===== config.mk =====
export PLATFORM = sky130hd
export DESIGN_NAME = regfile_mp
export DESIGN_NICKNAME = d
export VERILOG_FILES = /design/src/rtl/regfile_mp.sv
export SDC_FILE = /design/constraint.sdc
export NUM_CORES = 2
export LEC_CHECK = 0
export BUFFER_PORTS_ARGS = -buffer_cell sky130_fd_sc_hd__buf_2
export CAP_MARGIN = 10
export CELL_PAD_IN_SITES_DETAIL_PLACEMENT = 1
export CELL_PAD_IN_SITES_GLOBAL_PLACEMENT = 1
export CORE_ASPECT_RATIO = 1.5
export CORE_UTILIZATION = 35
export CTS_CLUSTER_DIAMETER = 80
export DETAILED_ROUTE_END_ITERATION = 10
export PLACE_DENSITY_LB_ADDON = 0.1
export RECOVER_POWER = 100
export SYNTH_ARGS = -nofsm -noshare
export SYNTH_HDL_FRONTEND = slang
export SYNTH_SLANG_ARGS = --single-unit

===== constraint.sdc =====
create_clock -name clock -period 6.1 [get_ports clock]
set_input_delay 0.305 -clock clock [delete_from_list [all_inputs] [get_ports clock]]
set_output_delay 0.305 -clock clock [all_outputs]
set_load 0.01 [all_outputs]

===== src/rtl/regfile_mp.sv =====
// Multi-port register file: byte-enabled write, write-to-read bypass, busy scoreboard.
// Reads are combinational (0 cycles); reservations are refused via rsv_ok while busy, writes always accepted.
module regfile_mp #(
   parameter int DATA_W = 32,
   parameter int ADDR_W = 5,
   parameter int NREAD  = 2
) (
   input  logic                    clock,
   input  logic                    reset,
   input  logic                    wr_en,
   input  logic [ADDR_W-1:0]       wr_addr,
   input  logic [DATA_W-1:0]       wr_data,
   input  logic [DATA_W/8-1:0]     wr_be,
   input  logic                    rsv_en,
   input  logic [ADDR_W-1:0]       rsv_addr,
   output logic                    rsv_ok,
   input  logic [NREAD*ADDR_W-1:0] rd_addr,
   output logic [NREAD*DATA_W-1:0] rd_data,
   output logic [NREAD-1:0]        rd_busy,
   output logic [ADDR_W:0]         busy_count
);

   localparam int DEPTH = 2 ** ADDR_W;
   localparam int NBYTE = DATA_W / 8;

   logic [DEPTH-1:0][DATA_W-1:0] regArray;
   logic [DEPTH-1:0]             busyBits;
   logic [DEPTH-1:0]             nextBusy;
   logic [ADDR_W:0]              busyCount;
   logic [ADDR_W:0]              nextCount;
   logic                         wrHit;
   logic                         rsvSet;

   assign wrHit  = wr_en && (wr_addr != '0);
   assign rsv_ok = rsv_en && ((rsv_addr == '0) || !busyBits[rsv_addr] ||
                              (wr_en && (wr_addr == rsv_addr)));
   assign rsvSet = rsv_ok && (rsv_addr != '0);

   // Reservation is applied after the write clear so a new producer keeps the register busy.
   always_comb begin
      nextBusy = busyBits;
      if (wrHit)
         nextBusy[wr_addr] = 1'b0;
      if (rsvSet)
         nextBusy[rsv_addr] = 1'b1;
      nextBusy[0] = 1'b0;
   end

   always_comb begin
      nextCount = '0;
      for (int i = 0; i < DEPTH; i++)
         nextCount = nextCount + {{ADDR_W{1'b0}}, nextBusy[i]};
   end

   always_ff @(posedge clock) begin
      if (reset) begin
         regArray  <= '0;
         busyBits  <= '0;
         busyCount <= '0;
      end else begin
         for (int r = 1; r < DEPTH; r++) begin
            if (wr_en && (wr_addr == ADDR_W'(r))) begin
               for (int b = 0; b < NBYTE; b++) begin
                  if (wr_be[b])
                     regArray[r][8*b +: 8] <= wr_data[8*b +: 8];
               end
            end
         end
         busyBits  <= nextBusy;
         busyCount <= nextCount;
      end
   end

   assign busy_count = busyCount;

   for (genvar p = 0; p < NREAD; p++) begin : gRead
      logic [ADDR_W-1:0] portAddr;
      logic [DATA_W-1:0] portWord;
      logic              portHit;

      assign portAddr = rd_addr[p*ADDR_W +: ADDR_W];
      assign portHit  = wrHit && (wr_addr == portAddr);

      always_comb begin
         portWord = regArray[portAddr];
         for (int b = 0; b < NBYTE; b++) begin
            if (portHit && wr_be[b])
               portWord[8*b +: 8] = wr_data[8*b +: 8];
         end
         if (portAddr == '0)
            portWord = '0;
      end

      assign rd_data[p*DATA_W +: DATA_W] = portWord;
      assign rd_busy[p] = busyBits[portAddr] && !portHit;
   end

endmodule


### Word level (Yosys, flattened, before mapping)

Index checks and enable logic that the tools add are counted.

* bits of input ports: 60
* register bits: 1030

* bitwise logic cells: 3
* $lt $le $gt $ge: 6
* reduce and logical (&&, ||, !) cells: 183
* equality and inequality tests: 34
* mux-type cells: 26
* add/sub/neg operators: 30

Operators by type and width (number)
* $bmux 32 s5: 2
* $reduce_and 2->1: 124
* $mux 32: 6
* $add 6x1->6: 25
* $eq 5x5->1 const B: 16
* $mux 8: 8
* $logic_and 1x1->1: 49
* $eq 5x4->1 const B: 8
* $and 32x32->32: 1
* $not 32->32: 1
* $or 32x32->32: 1
* $lt 5x6->1 const B: 4
* $eq 5x3->1 const B: 4
* $bmux 1 s5: 3
* $eq 5x5->1: 3
* $logic_not 5->1: 3
* $demux 1 s5: 2
* $eq 5x2->1 const B: 2
* $ge 5x1->1 const B: 2
* $reduce_bool 5->1: 2
* $add 5x1->6: 1
* $add 4x1->5: 1
* $eq 5x1->1 const B: 1
* $mux 1: 5
* 5 further kinds: 8

### Logic depth before layout (Yosys ltp)

* depth in word-level cells: 39
* mapped depth: 25
* depth with buffers taken out: 22

### Worst setup path after synthesis

OpenSTA, ideal clock, no wires.

* path kind: in2reg
* start: input rsv_addr[0]
* end: register busyCount[4], in the netlist busy_count[4]
* stages on the path: 23
* buffers on the path: 3
* arrival time: 6.602 ns
* library setup time: 0.128 ns
* slack: -0.629 ns
* cell sequence: buf_6 > buf_2 > mux4_2 > a221oi_1 > a32o_1 > buf_6 > nor3b_4 > a32oi_1 > fa_1 > fa_1 > fa_1 > inv_1 > fa_1 > inv_1 > fa_1 > fa_1 > inv_1 > fa_1 > fa_1 > a21o_1 > a21oi_1 > xor2_1 > nor2_1

* longest elaborated chain between the ends: 38
* elaborated cells on any way between the ends: 48
* those cells by class: add/sub: 30; order compare: 2; eq/ne: 1; mux: 5; bitwise: 1; reduce/logical: 9

Ends and longest elaborated chain
* start, declared: line 15 `input logic [ADDR_W-1:0] rsv_addr,`
* $bmux 1 s5: line 35 `assign rsv_ok = rsv_en && ((rsv_addr == '0) || !busyBits[rsv_addr] ||`
* $mux 1 (not written as such): line 35
* $logic_not 1->1: line 35
* $logic_or 1x1->1: line 35
* $logic_or 1x1->1 *: line 35
* $logic_and 1x1->1 *: line 35
* named net rsv_ok: line 16 `output logic rsv_ok,`
* $logic_and 1x1->1 *: line 37 `assign rsvSet = rsv_ok && (rsv_addr != '0);`
* $mux 32 *: line 44 `if (rsvSet)`
* $add 1x1->2: line 52 `nextCount = nextCount + {{ADDR_W{1'b0}}, nextBusy[i]};`
* $add 2x1->3: line 52
* $add 3x1->4: line 52
* $add 4x1->5: line 52
* $add 5x1->6: line 52
* $add 6x1->6 (24 in a row): line 52
* $add 6x1->6 *: line 52
* end signal, assigned: line 70 `busyCount <= nextCount;`
* end, declared: line 29 `logic [ADDR_W:0] busyCount;`

The timed path passes the listed nets; every way through them passes the cells marked *. The select of a mux whose other input is x is not followed.
A chain may end at the register's enable or synchronous reset.

### Final worst setup path

* start: register busyBits[7]
* end: register busyCount[4], in the netlist busy_count[4]

* longest elaborated chain between the ends: 38
* elaborated cells on any way between the ends: 41
* those cells by class: add/sub: 30; mux: 4; bitwise: 2; reduce/logical: 5

Ends and longest elaborated chain
* start, declared: line 27 `logic [DEPTH-1:0] busyBits;`
* start signal, assigned: line 69 `busyBits <= nextBusy;`
* $bmux 1 s5: line 35
* $mux 1 (not written as such): line 35
* $logic_not 1->1: line 35
* $logic_or 1x1->1 (2 in a row): line 35
* $logic_and 1x1->1: line 35
* $logic_and 1x1->1: line 37
* $mux 32 *: line 44
* $add 1x1->2: line 52
* $add 2x1->3: line 52
* $add 3x1->4: line 52
* $add 4x1->5: line 52
* $add 5x1->6: line 52
* $add 6x1->6 (24 in a row): line 52
* $add 6x1->6 *: line 52

Every way passes the cells marked *; elsewhere a longest branch is shown, timed or not. The select of a mux whose other input is x is not followed.

==> flow_metrics.env <==
export IMPL_synthAdderAreaFrac_pct=0.975
export IMPL_io_pins=133
export IMPL_synthArstFlopShare_pct=0
export IMPL_avgRoutedWirePerCell_microns=32.2
export IMPL_synth_compound_area_share_pct=15.5
export IMPL_vias=53900
export IMPL_root_buffer="clkbuf_16"
export IMPL_synth_edff_count=0
export IMPL_muxShareOfSynthArea_pct=21.9
export IMPL_crit_family="adder cells"
export IMPL_violations="DRC, setup timing"
export IMPL_drtPass1Iterations=8
export IMPL_grt_pass1_wl_microns=395000
export IMPL_viasPerCell=6.31
export IMPL_worst_pin_slew_ps=1340
export IMPL_crit_buf_inv=4
export IMPL_peakVddDrop_v=0.000248
export IMPL_cp_slowest_cell="fa_1"
export IMPL_syn_inst=6552
export IMPL_antenna_found_initial=20
export IMPL_die_area_sq_um=162000
export IMPL_fp_dieW_microns=329
export IMPL_drv_cap=0
export IMPL_pwr_share_seq_pct=42.9
export IMPL_cts_buffers_inserted=113
export IMPL_drcViolationCount=24
export IMPL_critical_path_arrival_ps=7300
export IMPL_grt_overflow=0
export IMPL_synthesis_nets=6642
export IMPL_drt_iter0_drc=4553
export IMPL_power_internal_mw=11.3
export IMPL_core_area_sq_um=159000
export IMPL_cpMostUsedCell="fa_1"
export IMPL_switchingPower_mw=4.46
export IMPL_finish_utilization_pct=39.8
export IMPL_synth_avg_cell_area_sq_um=8.58
export IMPL_crit_path_start_kind="flip-flop"
export IMPL_switching_share_pct=28.3
export IMPL_clkTransAtPathRegs_ps=60
export IMPL_clock_latency_ps=790
export IMPL_max_slew_margin_rel_pct=8.58
export IMPL_min_from="reset"
export IMPL_gp_congestion=0.890
export IMPL_synth_distinct_cells=65
export IMPL_dpl_hpwl_microns=180000
export IMPL_required_ps=6750
export IMPL_grt_pass1_vias=54400
export IMPL_pwr_share_comb_pct=10.8
export IMPL_cp_max_fo=4
export IMPL_synth_seq_cells=1029
export IMPL_grt_total_usage_pct=33.3
export IMPL_synthXorXnorAreaFrac_pct=0.280
export IMPL_final_setup_viol_count=5
export IMPL_ant_nets=0
export IMPL_crit_type="flip-flop to flip-flop"
export IMPL_port_buffers=132
export IMPL_period_needed_ps=6650
export IMPL_dp_slack_ps=-1110
export IMPL_clock_path_buffers=3
export IMPL_leakage_nw=20.5
export IMPL_crit_chain="mux4_2 -> and3_4 -> a2111oi_4 -> a32o_2 -> nor3b_4 -> buf_6 -> a32oi_2 -> fa_1 -> fa_1 -> fa_1 -> inv_2 -> fa_1 -> inv_1 -> fa_1 -> fa_1 -> inv_2 -> fa_2 -> fa_2 -> a21o_1 -> a21oi_2 -> xor2_1 -> nor2_1"
export IMPL_power_density_nw_per_um2=250
export IMPL_die_h_microns=493
export IMPL_cpPeakStageDelay_ps=590
export IMPL_synthSimpleGateAreaFrac_pct=19.4
export IMPL_worstSetupStartpoint="busyBits[7]$_SDFF_PP0_"
export IMPL_cts_sinks=1029
export IMPL_synth_top_family_by_area="multiplexers"
export IMPL_design_final_nets=6449
export IMPL_initial_utilization_pct=35.3
export IMPL_grt_max_degree=203
export IMPL_cts_tree="yes"
export IMPL_rr_startpoint="busyBits[7]$_SDFF_PP0_"
export IMPL_status="finished with violations"
export IMPL_setup_slack_ps=-549
export IMPL_synth_area_sq_um=56200
export IMPL_drt_wl_total_microns=275000
export IMPL_hold_class="input port to flip-flop"
export IMPL_cp_end_kind="flip-flop"
export IMPL_ys_flop_type="dfxtp_1"
export IMPL_area_growth_pct=12.5
export IMPL_synth_seq_area_share_pct=36.6
export IMPL_drive_gt1_share_pct=17.5
export IMPL_max_freq_mhz=150
export IMPL_h_tree_depth=3
export IMPL_drv_slew=0
export IMPL_hold_slack_ps=39.0
export IMPL_fin_crit_sh_pct=109
export IMPL_clkPwrFrac_pct=46.2
export IMPL_rows=179
export IMPL_yosys_warnings=0
export IMPL_clock_skew_ps=33.2
export IMPL_fin_tns_setup_ps=-2280
export IMPL_hold_viol=0
export IMPL_rsz0062_at_grt="true"
worst paths after layout:
kind | slack [ps] | cells past startpoint | end
max | -550 | 22 | busy_count[4]$_SDFF_PP0_
min | 40 | 2 | busy_count[0]$_SDFF_PP0_
max reg2reg | -550 | 22 | busy_count[4]$_SDFF_PP0_
min reg2reg | 470 | 2 | regArray[732]$_SDFFE_PP0P_
layout by cell type (no fill, tap or decap), types with 6 or more instances in the layout:
cell type | netlist | final
a2111oi_0 | 34 | 34
a211o_1 | 12 | 12
a211oi_1 | 22 | 22
a21boi_1 | 6 | 6
a21oi_1 | 1088 | 1085
a221o_1 | 8 | 8
a221oi_1 | 99 | 99
a22o_1 | 11 | 11
a22oi_1 | 42 | 42
a31oi_1 | 12 | 12
and2_1 | 7 | 6
buf_12 | 0 | 21
buf_2 | 94 | 113
buf_4 | 7 | 240
buf_8 | 0 | 6
bufinv_16 | 0 | 6
clkbuf_1 | 552 | 38
clkbuf_16 | 0 | 115
clkbuf_8 | 0 | 37
clkinv_2 | 0 | 23
dfxtp_1 | 1029 | 1026
fa_1 | 23 | 21
ha_1 | 7 | 7
inv_1 | 39 | 35
mux2_2 | 81 | 81
mux2i_1 | 243 | 243
mux4_2 | 399 | 399
nand2_1 | 1214 | 1212
nand2b_1 | 7 | 7
nand3_1 | 1009 | 1009
nor2_1 | 145 | 114
nor2_4 | 0 | 31
nor2b_1 | 37 | 32
nor3_1 | 30 | 29
o211ai_1 | 19 | 19
o21a_1 | 14 | 14
o21ai_0 | 72 | 72
o22ai_1 | 43 | 43
xnor2_1 | 13 | 12
synth_stat cells, drive strengths merged, types with 6 or more instances:
cell     number  area [sq um]
xnor2        13           114
a2111oi      35           313
o21ai        72           360
a22o         11          96.3
fa           23           460
nand2b        7          43.8
nor2b        37           231
mux2i       243          2430
mux4        399          8990
nor3         30           150
a22oi        42           315
nand2      1214          4560
mux2         81           912
a31oi        12          75.1
ha            7          87.6
inv          39           146
dfxtp      1029         20600
a221o         8          80.1
a221oi       99           867
a211oi       22           165
o211ai       19           143
a211o        12           105
nor2        145           544
and2          7          43.8
clkbuf      555          2090
a21oi      1088          5450
o22ai        43           269
nand4         6          50.0
o21a         14           105
a21boi       12          90.1
nand3      1011          5070
buf         154           737
state kept, by name, summed over array words and instances (netlist names):
| register | count |
|---|---|
| busyBits | 31 |
| regArray | 992 |
| busy_count | 6 |
cell type report:
cell class | count | area, sq um
inverter | 40 | 153
tap | 2081 | 2600
fill | 18400 | 95800
timing repair buffer | 401 | 3040
antenna | 4 | 10.0
multi-input combinational | 4774 | 33000
clock inverter | 37 | 392
sequential | 1029 | 20600
clock buffer | 175 | 3430
metal layers:
metal / up-vias / track usage [%] / wire length [microns]
met5: - / 0 / 164
met4: 22 / 17.9 / 15400
met3: 580 / 4.92 / 15500
met2: 1811 / 56.6 / 136000
met1: 28100 / 40.2 / 108000
li1: 23400 / - / -
per-stage QoR:
stage / cell area (sq um) / std cells / total power [mW]
floorplan: 56200 / 6552 / 7.89
global placement: 59300 / 8315 / 8.61
detailed placement: 59300 / 8316 / 8.61
CTS: 63200 / 8533 / 15.9
global route: 63200 / 8538 / 16.2
finish: 63200 / 8541 / 15.8
cell families after synthesis:
logic type                 Yosys count
AOI/OAI and AO/OA                 1522
xor gates and xnor gates            18
adders and majority gates           30
buffers and inverters              749
DFF                               1029
muxes                              723
and+or+nand+nor                   2481
power groups by stage:
stage                     Combinational [mW]  Clock (mW)  Sequential [mW]
after floorplan                        0.972           0             6.92
after global placement                  1.68           0             6.92
after detailed placement                1.68           0             6.93
after CTS                               1.69        7.39             6.77
after global routing                    1.77        7.64             6.78
final                                   1.71        7.29             6.78
worst reg2reg max path, cell delays in order (launching register included):
cell       delay [ps]
dfxtp_2           320
mux4_2            470
and3_4            210
a2111oi_4         320
a32o_2            270
nor3b_4           190
buf_6             150
a32oi_2           110
fa_1              590
fa_1              450
fa_1              580
inv_2              60
fa_1              540
inv_1              50
fa_1              450
fa_1              510
inv_2              40
fa_2              340
fa_2              350
a21o_1            170
a21oi_2           140
xor2_1            150
nor2_1             50
repair_timing:
action	in CTS	in global routing
setup buffers	5	5
pin swaps	5	6
resized for setup	10	12
hold buffers	1	0
hold endpoints to repair	50	0
setup endpoints to repair	6	6
Note: power is estimated with default switching activity, not from simulation.
